==> src/rtl/cve2_mem_resp_pkg.sv <==
// cve2_mem_resp_pkg
// Shared types and parameter legality helper for the cve2 memory responder.
//   mem_resp_entry_t : one in-flight response slot {valid, we, err, data}.
//   params_legal()   : true when RespLatency / NumOutstanding are usable.
package cve2_mem_resp_pkg;

  typedef struct packed {
    logic        valid;
    logic        we;
    logic        err;
    logic [31:0] data;
  } mem_resp_entry_t;

  function automatic bit params_legal(int resp_latency, int num_outstanding);
    return (resp_latency >= 2) && (num_outstanding >= 1) &&
           (num_outstanding <= resp_latency);
  endfunction

endpackage

==> src/rtl/cve2_mem_responder_if.sv <==
// cve2_mem_responder_if
// Core-side cve2 memory bus (req/gnt/rvalid handshake plus request and
// response fields).
//   master : core end (drives req, addr, we, be, wdata)
//   slave  : responder end (drives gnt, rvalid, rdata, err)
interface cve2_mem_responder_if;
  logic        req;
  logic        gnt;
  logic [31:0] addr;
  logic        we;
  logic [3:0]  be;
  logic [31:0] wdata;
  logic        rvalid;
  logic [31:0] rdata;
  logic        err;

  modport master (output req, addr, we, be, wdata,
                  input  gnt, rvalid, rdata, err);
  modport slave  (input  req, addr, we, be, wdata,
                  output gnt, rvalid, rdata, err);
endinterface

==> src/rtl/cve2_mem_resp_delay.sv <==
// cve2_mem_resp_delay
// Fixed-latency delay line of RespLatency-1 response slots. Slot 0 is loaded
// at the grant edge; slots shift every cycle and never stall. Backing read
// data (valid the cycle after the grant) is captured on the shift into
// slot 1. With RespLatency == 2 there is no slot 1, so the tail presents
// mem_rdata_i directly.
//   clk_i, rst_i  : clock, async active-high reset (clears all slots)
//   load_i        : entry written into slot 0 (valid = grant this cycle)
//   mem_rdata_i   : backing read data
//   tail_o        : final slot, data field already resolved
module cve2_mem_resp_delay
  import cve2_mem_resp_pkg::*;
#(
  parameter int RespLatency = 2
) (
  input  logic            clk_i,
  input  logic            rst_i,
  input  mem_resp_entry_t load_i,
  input  logic [31:0]     mem_rdata_i,
  output mem_resp_entry_t tail_o
);

  localparam int Stages = RespLatency - 1;

  mem_resp_entry_t stage_q [Stages];
  mem_resp_entry_t stage_d [Stages];

  always_comb begin
    stage_d[0] = load_i;
    for (int i = 1; i < Stages; i++) begin
      stage_d[i] = stage_q[i-1];
      // Read data is only on the backing port during the cycle after grant.
      if (i == 1) stage_d[i].data = mem_rdata_i;
    end
  end

  always_ff @(posedge clk_i or posedge rst_i) begin
    if (rst_i) begin
      stage_q <= '{default: '0};
    end else begin
      stage_q <= stage_d;
    end
  end

  always_comb begin
    tail_o = stage_q[Stages-1];
    if (RespLatency == 2) tail_o.data = mem_rdata_i;
  end

endmodule

==> src/rtl/cve2_mem_responder.sv <==
// cve2_mem_responder
// Memory-side end of the cve2 instruction/data interface. Grants requests
// (at most NumOutstanding in flight), forwards each to a single-cycle
// SRAM-style backing port and returns in-order responses exactly
// RespLatency cycles after the grant.
//   clk_i, rst_i       : clock, async active-high reset
//   bus                : cve2 bus, slave modport
//   stall_i            : inhibits new grants only
//   mem_req_o ..       : backing access, combinational copy of the request
//   mem_rdata_i        : backing read data, valid the cycle after mem_req_o
// Optional feature macro: CVE2_MEM_RESP_ERR_EN -- requests matching
// ErrBase/ErrMask are granted without a backing access and answer err_o=1.
module cve2_mem_responder
  import cve2_mem_resp_pkg::*;
#(
  parameter int          RespLatency    = 2,
  parameter int          NumOutstanding = 2,
  parameter logic [31:0] ErrBase        = 32'h0,
  parameter logic [31:0] ErrMask        = 32'h0
) (
  input  logic                 clk_i,
  input  logic                 rst_i,
  cve2_mem_responder_if.slave  bus,
  input  logic                 stall_i,
  output logic                 mem_req_o,
  output logic                 mem_we_o,
  output logic [3:0]           mem_be_o,
  output logic [31:0]          mem_addr_o,
  output logic [31:0]          mem_wdata_o,
  input  logic [31:0]          mem_rdata_i
);

  if (!params_legal(RespLatency, NumOutstanding)) begin : g_param_check
    $fatal(1, "cve2_mem_responder: illegal RespLatency/NumOutstanding");
  end

  localparam int              CntW   = $clog2(NumOutstanding + 1);
  localparam logic [CntW-1:0] CntMax = CntW'(NumOutstanding);

  logic [CntW-1:0] cnt_q, cnt_d;
  logic            rvalid_q, rvalid_d;
  logic            err_q, err_d;
  logic [31:0]     rdata_q, rdata_d;
  logic            gnt;
  logic            err_hit;
  mem_resp_entry_t load;
  mem_resp_entry_t tail;

`ifdef CVE2_MEM_RESP_ERR_EN
  assign err_hit = (ErrMask != '0) && ((bus.addr & ErrMask) == ErrBase);
`else
  logic unused_err_cfg;
  assign unused_err_cfg = ^{ErrBase, ErrMask};
  assign err_hit        = 1'b0;
`endif

  // A response retiring this cycle frees its slot for a same-cycle grant.
  assign gnt = bus.req & ~stall_i & ((cnt_q < CntMax) | rvalid_q);

  assign bus.gnt     = gnt;
  assign mem_req_o   = gnt & ~err_hit;
  assign mem_we_o    = bus.we;
  assign mem_be_o    = bus.be;
  assign mem_addr_o  = bus.addr;
  assign mem_wdata_o = bus.wdata;

  always_comb begin
    load       = '0;
    load.valid = gnt;
    load.we    = bus.we;
    load.err   = err_hit;
  end

  cve2_mem_resp_delay #(
    .RespLatency (RespLatency)
  ) u_delay (
    .clk_i       (clk_i),
    .rst_i       (rst_i),
    .load_i      (load),
    .mem_rdata_i (mem_rdata_i),
    .tail_o      (tail)
  );

  always_comb begin
    cnt_d = cnt_q;
    case ({gnt, rvalid_q})
      2'b10:   cnt_d = cnt_q + 1'b1;
      2'b01:   cnt_d = cnt_q - 1'b1;
      default: cnt_d = cnt_q;
    endcase
  end

  always_comb begin
    rvalid_d = tail.valid;
`ifdef CVE2_MEM_RESP_ERR_EN
    err_d    = tail.valid & tail.err;
`else
    err_d    = 1'b0;
`endif
    rdata_d  = (tail.valid & ~tail.we & ~tail.err) ? tail.data : '0;
  end

  always_ff @(posedge clk_i or posedge rst_i) begin
    if (rst_i) begin
      cnt_q    <= '0;
      rvalid_q <= 1'b0;
      err_q    <= 1'b0;
      rdata_q  <= '0;
    end else begin
      cnt_q    <= cnt_d;
      rvalid_q <= rvalid_d;
      err_q    <= err_d;
      rdata_q  <= rdata_d;
    end
  end

  assign bus.rvalid = rvalid_q;
  assign bus.err    = err_q;
  assign bus.rdata  = rdata_q;

  cnt_max_a: assert property (@(posedge clk_i) disable iff (rst_i)
                              cnt_q <= CntMax);
  cnt_underflow_a: assert property (@(posedge clk_i) disable iff (rst_i)
                                    !(rvalid_q && (cnt_q == '0)));

endmodule

==> src/flat_wrapper.sv <==
// flat-port wrapper written by rule: the top's interface ports become plain ports
module cve2_mem_responder_flat import cve2_mem_resp_pkg::*;
#(
  parameter int          RespLatency    = 2,
  parameter int          NumOutstanding = 2,
  parameter logic [31:0] ErrBase        = 32'h0,
  parameter logic [31:0] ErrMask        = 32'h0
)
  (clk_i, rst_i, stall_i, mem_req_o, mem_we_o, mem_be_o, mem_addr_o, mem_wdata_o, mem_rdata_i, bus_req, bus_addr, bus_we, bus_be, bus_wdata, bus_gnt, bus_rvalid, bus_rdata, bus_err);
  cve2_mem_responder_if bus_i ();
  input  logic clk_i;
  input  logic rst_i;
  input  logic stall_i;
  output logic mem_req_o;
  output logic mem_we_o;
  output logic [3:0] mem_be_o;
  output logic [31:0] mem_addr_o;
  output logic [31:0] mem_wdata_o;
  input  logic [31:0] mem_rdata_i;
  input wire logic [$bits(bus_i.req)-1:0] bus_req;
  input wire logic [$bits(bus_i.addr)-1:0] bus_addr;
  input wire logic [$bits(bus_i.we)-1:0] bus_we;
  input wire logic [$bits(bus_i.be)-1:0] bus_be;
  input wire logic [$bits(bus_i.wdata)-1:0] bus_wdata;
  output wire logic [$bits(bus_i.gnt)-1:0] bus_gnt;
  output wire logic [$bits(bus_i.rvalid)-1:0] bus_rvalid;
  output wire logic [$bits(bus_i.rdata)-1:0] bus_rdata;
  output wire logic [$bits(bus_i.err)-1:0] bus_err;
  assign bus_i.req = bus_req;
  assign bus_i.addr = bus_addr;
  assign bus_i.we = bus_we;
  assign bus_i.be = bus_be;
  assign bus_i.wdata = bus_wdata;
  assign bus_gnt = bus_i.gnt;
  assign bus_rvalid = bus_i.rvalid;
  assign bus_rdata = bus_i.rdata;
  assign bus_err = bus_i.err;
  cve2_mem_responder #(.RespLatency(RespLatency), .NumOutstanding(NumOutstanding), .ErrBase(ErrBase), .ErrMask(ErrMask)) u_core (.clk_i(clk_i), .rst_i(rst_i), .bus(bus_i), .stall_i(stall_i), .mem_req_o(mem_req_o), .mem_we_o(mem_we_o), .mem_be_o(mem_be_o), .mem_addr_o(mem_addr_o), .mem_wdata_o(mem_wdata_o), .mem_rdata_i(mem_rdata_i));
endmodule
==> config.mk <==
export PLATFORM = sky130hd
export DESIGN_NAME = cve2_mem_responder_flat
export DESIGN_NICKNAME = d
export VERILOG_FILES = /design/src/rtl/cve2_mem_resp_pkg.sv /design/src/rtl/cve2_mem_responder_if.sv /design/src/rtl/cve2_mem_resp_delay.sv /design/src/rtl/cve2_mem_responder.sv /design/src/flat_wrapper.sv
export SDC_FILE = /design/constraint.sdc
export NUM_CORES = 1
export LEC_CHECK = 0
export CAP_MARGIN = 10
export CORE_AREA = 4 4 86 88
export DETAILED_ROUTE_END_ITERATION = 8
export DIE_AREA = 0 0 90 92
export MAX_ROUTING_LAYER = met4
export PLACE_DENSITY = 0.81
export SETUP_SLACK_MARGIN = 0.4
export SLEW_MARGIN = 20
export SYNTH_ARGS = -nofsm -noshare
export SYNTH_HDL_FRONTEND = slang
export SYNTH_SLANG_ARGS = --single-unit
==> constraint.sdc <==
create_clock -name clk_i -period 1.5 [get_ports clk_i]
set_clock_uncertainty 0.05 [all_clocks]
set_input_delay 0.15 -clock clk_i [delete_from_list [all_inputs] [get_ports clk_i]]
set_output_delay 0.15 -clock clk_i [all_outputs]
set_load 0.01 [all_outputs]
## Word level (Yosys, flattened, before mapping)

Index checks and enable logic that the tools add are counted.

| operators by class | value |
|---|---|
| equal/unequal tests | 2 |
| multiplexer cells | 2 |
| add/sub/neg operators | 2 |
| reduce and logical (&&, ||, !) cells | 1 |
| order comparisons | 1 |
| bitwise operators | 6 |

Operator list:

| cell | count |
|---|---|
| 32-bit two-way mux | 1 |
| 2-bit one-hot mux with 2 select lines | 1 |
| 1-bit AND | 3 |
| 2-bit by 1-bit adder with 2-bit output (second input constant) | 1 |
| 2-bit by 1-bit equality test with 1-bit output (second input constant) | 1 |
| 2-bit equality test (second input constant) | 1 |
| 2-bit < comparator (second input constant) | 1 |
| 1-bit inverter | 2 |
| 2-bit nonzero test | 1 |
| 2-bit by 1-bit subtractor with 2-bit output (second input constant) | 1 |
| 1-bit OR | 1 |

| storage, ports and cells | value |
|---|---|
| output and inout port bits | 105 |
| register bits | 37 |
| bits of input ports | 105 |
| word-level logic and storage cells | 19 |

## Logic depth before layout (Yosys ltp)

| logic depth | value |
|---|---|
| depth in word-level cells | 5 |
| mapped depth | 6 |
| mapped depth without buffers | 6 |

## Cells and area by module

A second synthesis with hierarchy kept.

| second synthesis, totals | value |
|---|---|
| cell total of the unflattened synthesis | 188 |
| area, all modules | 2055.7 µm² |

Modules (own cells, without submodules):

| module | sequential area each (µm²) | instances | cells an instance | area each (µm²) |
|---|---|---|---|---|
| cve2_mem_responder | 875.8 | 1 | 152 | 1736.7 |
| cve2_mem_resp_delay | 75.1 | 1 | 36 | 319.1 |

## Least setup slack after synthesis

No wires, ideal clock.

| timing path | value |
|---|---|
| path type | reg2reg |
| from | reg u_core.rvalid_q (netlist: u_core.bus.rvalid) |
| to | reg u_core.cnt_q[1] |
| buffers on the path | 0 |
| stages on the path, launching flop included | 6 |
| period minus slack after synthesis | 1277 ps |
| path slack | 223 ps |
| required time | 1371 ps |
| arrival | 1148 ps |
| setup time | 79 ps |
| cells stage by stage | dfrtp_1 -> nand2b_1 -> nand3b_1 -> ha_1 -> nor2_1 -> xor2_1 |

| between the ends | value |
|---|---|
| word-level cells in the longest chain between the ends | 4 |
| elaborated cells on any way between the ends | 6 |
| classes of those cells | eq/ne: 2; mux: 1; bitwise: 2; reduce/logical: 1 |

Ends and longest elaborated chain:

| what | RTL line | source |
|---|---|---|
| from (decl) | cve2_mem_responder.sv:41 | `logic rvalid_q, rvalid_d;` |
| from (signal assigned) | cve2_mem_responder.sv:111 | `rvalid_q <= rvalid_d;` |
| 1-bit OR | cve2_mem_responder.sv:58 | `assign gnt = bus.req & ~stall_i & ((cnt_q < CntMax) \| rvalid_q);` |
| 1-bit AND | cve2_mem_responder.sv:58 |  |
| 2-bit by 1-bit equality test with 1-bit output / 2-bit equality test (equally long branches) | cve2_mem_responder.sv:86 | `case ({gnt, rvalid_q})` |
| 2-bit one-hot mux with 2 select lines / 2-bit nonzero test (equally long branches) | n/a |  |
| to (signal assigned) | cve2_mem_responder.sv:110 | `cnt_q <= cnt_d;` |
| to (decl) | cve2_mem_responder.sv:40 | `logic [CntW-1:0] cnt_q, cnt_d;` |

Parallel ways exist; a longest one is shown, timed or not.
A chain may end at the register's enable or synchronous reset.

## Worst setup path after layout

Ends and elaborated chain as after synthesis.

==> impl_metrics.py <==
metrics = {
    "drt": {
        "via_count": 980,
        "drc": 0,
        "drtPass1Iterations": 4,
        "wl_per_cell_um": 18.1,
        "drt-total-wl_um": 4520,
        "viasPerCell": 3.92,
        "drtAntennaViolNets": 0,
        "drt_iter0_markers": 26,
    },
    "synth": {
        "syn-cell-area_um2": 1760,
        "synth.top_cell.area_share_pct": 52.7,
        "synth.area.top_cells": "dfrtp_1, buf_4, and2_1, xnor2_1, clkbuf_2",
        "yosys_warnings": 0,
        "yosys_register_bits": 37,
        "synth.distinct_cells": 13,
        "syn_avg_cell_area_um2": 11.4,
        "synth_cells": 154,
        "synth_nets": 260,
        "synth.yosys.seq_area_share_pct": 52.7,
        "synth_top_area_cell": "dfrtp_1",
    },
    "power": {
        "leakage_uw": 0.00107,
        "irDropWorstVdd_mv": 0.266,
        "p_per_area_nw_per_um2": 1070,
    },
    "sta": {
        "holdWs_ns": 0.187,
        "slew_viol_final": 0,
        "post-route-min-period_ns": 1.38,
        "finalWorstSetupSlack_ns": 0.115,
        "hold_violations": 0,
        "setup_viol": 0,
        "period_share_pct": 92.3,
        "max_freq_mhz": 722,
        "rsz0062_at_grt": "true",
    },
    "worst_setup_path": {
        "worstSetupPathType": "reg -> reg",
        "r2r-end": "u_core.cnt_q[1]",
        "critPathMaxFanout": 3,
        "cp-end-kind": "flip-flop",
        "crit_start": "u_core.bus.rvalid",
        "reg2reg_from": "u_core.bus.rvalid",
        "ff2ff_setup_slack_ns": 0.12,
        "start_kind": "flip-flop",
        "endpoint": "u_core.cnt_q[1]",
        "crit_arrival_ns": 1.49,
        "reg2regPathDepth": 6,
        "cp_data_required_time_ns": 1.61,
    },
    "hold_path": {
        "hp-class": "in -> async",
    },
    "clocking": {
        "cts_sinks": 37,
        "cts_hold_buf": 0,
        "htree_levels": 2,
        "path_clk_slew_ns": 0.07,
        "clock_latency_ns": 0.28,
        "clockBufferDepth": 2,
        "cts_tree": "yes",
        "cts_root_buf": "clkbuf_8",
        "numCtsBuffers": 5,
    },
    "status": {
        "status": "completed",
    },
    "global_route": {
        "grt_usage_pct": 10.6,
        "grt_pass1_wl_um": 6370,
        "grt-ovfl-total": 0,
        "grt_pass1_vias": 1044,
        "antenna_found_initial": 0,
        "grt_start_max_net_pins": 38,
    },
    "cells_and_area": {
        "syn2layout_area_growth_pct": 21.5,
        "nets": 276,
        "n_antenna_cell": 0,
        "fill_cells": 653,
        "drive_above_1_share_pct": 28.2,
    },
    "placed_design": {
        "gp_congestion": 0.664,
        "io_buffers": 72,
        "dp_hpwl_um": 3470,
        "pre_cts_ws_ns": -0.0694,
    },
    "run": {
        "drv_cap": 0,
    },
    "floorplanning": {
        "start_util_pct": 26.4,
        "core_area_um2": 6640,
        "rows": 30,
        "die-height_um": 92,
        "fp.dieW_um": 90,
        "die_area_um2": 8280,
        "io_pins": 210,
    },
}
## how the worst min path moves through the flow
stage,depth (start not counted),slack [ns],startpoint,end
3_3_place_gp,0,0.25,bus_addr[11],mem_addr_o[11]
6_report,3,0.19,rst_i,u_core.u_delay.tail_o[33]
5_1_grt,3,0.21,rst_i,u_core.bus.rdata[14]
2_1_floorplan,0,0.13,bus_we,u_core.u_delay.tail_o[33]
4_1_cts,3,0.19,rst_i,u_core.bus.rdata[16]
3_5_place_dp,0,0.25,bus_addr[11],mem_addr_o[11]
## synthesized netlist by cell type
| master | count |
|---|---|
| xor2_1 | 1 |
| ha_1 | 1 |
| clkbuf_2 | 3 |
| nand3b_1 | 1 |
| nor2_1 | 1 |
| xnor2_1 | 2 |
| nor2b_4 | 1 |
| buf_4 | 71 |
| dfrtp_1 | 37 |
| and2_1 | 32 |
| conb_1 | 1 |
| nand2b_1 | 1 |
| inv_1 | 2 |
## layout by cell type (no fill, tap or decap), drive strengths merged, types with 2 or more instances in the layout
| cell | instances |
|---|---|
| clkdlybuf4s15 | 9 |
| clkdlybuf4s50 | 36 |
| xnor2 | 2 |
| and2 | 32 |
| clkbuf | 28 |
| nor2b | 2 |
| inv | 2 |
| dfrtp | 37 |
| buf | 15 |
## worst max-delay path, stage by stage (launching register included)
cell and delay (ns):
dfrtp_1 0.36, nand2b_1 0.11, nand3b_1 0.15, ha_4 0.21
xnor2_1 0.19, nor2_2 0.06, xor2_1 0.14
## per-layer routing
layer / vias to the layer above / GRT usage, % / routed length, um
met5: - / - / 0
li1: 421 / - / -
met3: 22 / 7.55 / 681
met2: 93 / 19.4 / 2540
met1: 444 / 7.68 / 1180
met4: 0 / 4.34 / 118
## registers in the layout (all words and copies together) (netlist names)
| signal | cells |
|---|---|
| u_core.bus.rdata | 32 |
| u_core.cnt_q | 2 |
| u_core.bus.rvalid | 1 |
| u_core.u_delay.tail_o | 2 |
## metrics by stage
step / instances / utilization, % / setup TNS, ns / instance area, um^2 / power [uW]
2_1_floorplan: 154 / - / 0 / 1760 / 1490
3_3_place_gp: 234 / 30.9 / -0.107 / 2060 / 1520
3_5_place_dp: 234 / 30.9 / -0.136 / 2060 / 1540
4_1_cts: 249 / 33.1 / 0 / 2200 / 2260
5_1_grt: 250 / 32.1 / 0 / 2130 / 2400
6_report: 250 / 32.1 / 0 / 2130 / 2270
## final cells by class
| type | instances | area (um^2) | area share [%] |
|---|---|---|---|
| clock buffers | 7 | 86.3 | 4.05 |
| multi-input cells | 42 | 310 | 14.6 |
| repair buffers | 82 | 702 | 32.9 |
| flip-flops and latches | 37 | 926 | 43.4 |
| inverters | 2 | 7.51 | 0.352 |
| well taps | 80 | 100 | 4.69 |
## repair_timing
item                                    4_1_cts  5_1_grt
endpoints found under the setup margin       70       44
pin swaps                                     4        2
gates resized for setup                      82       28
cloned                                        1        0
setup buffers                                 7        1
## logic make-up after synthesis
family,count (synthesis),share of synthesized area (%)
xor gates and xnor gates,3,1.50
adders and majority gates,1,0.713
buffers and inverters,76,31.6
DFF,37,52.7
other,1,0.214
and+or+nand+nor,36,13.2
## report_power, final
| part | leakage, uW | switching (uW) | internal [uW] | total, uW |
|---|---|---|---|---|
| combinational | 0.000518 | 184 | 295 | 480 |
| clock | 0.0000443 | 305 | 364 | 669 |
| sequential | 0.000504 | 45.1 | 1080 | 1120 |
Note: power is estimated with default switching activity, not from simulation.
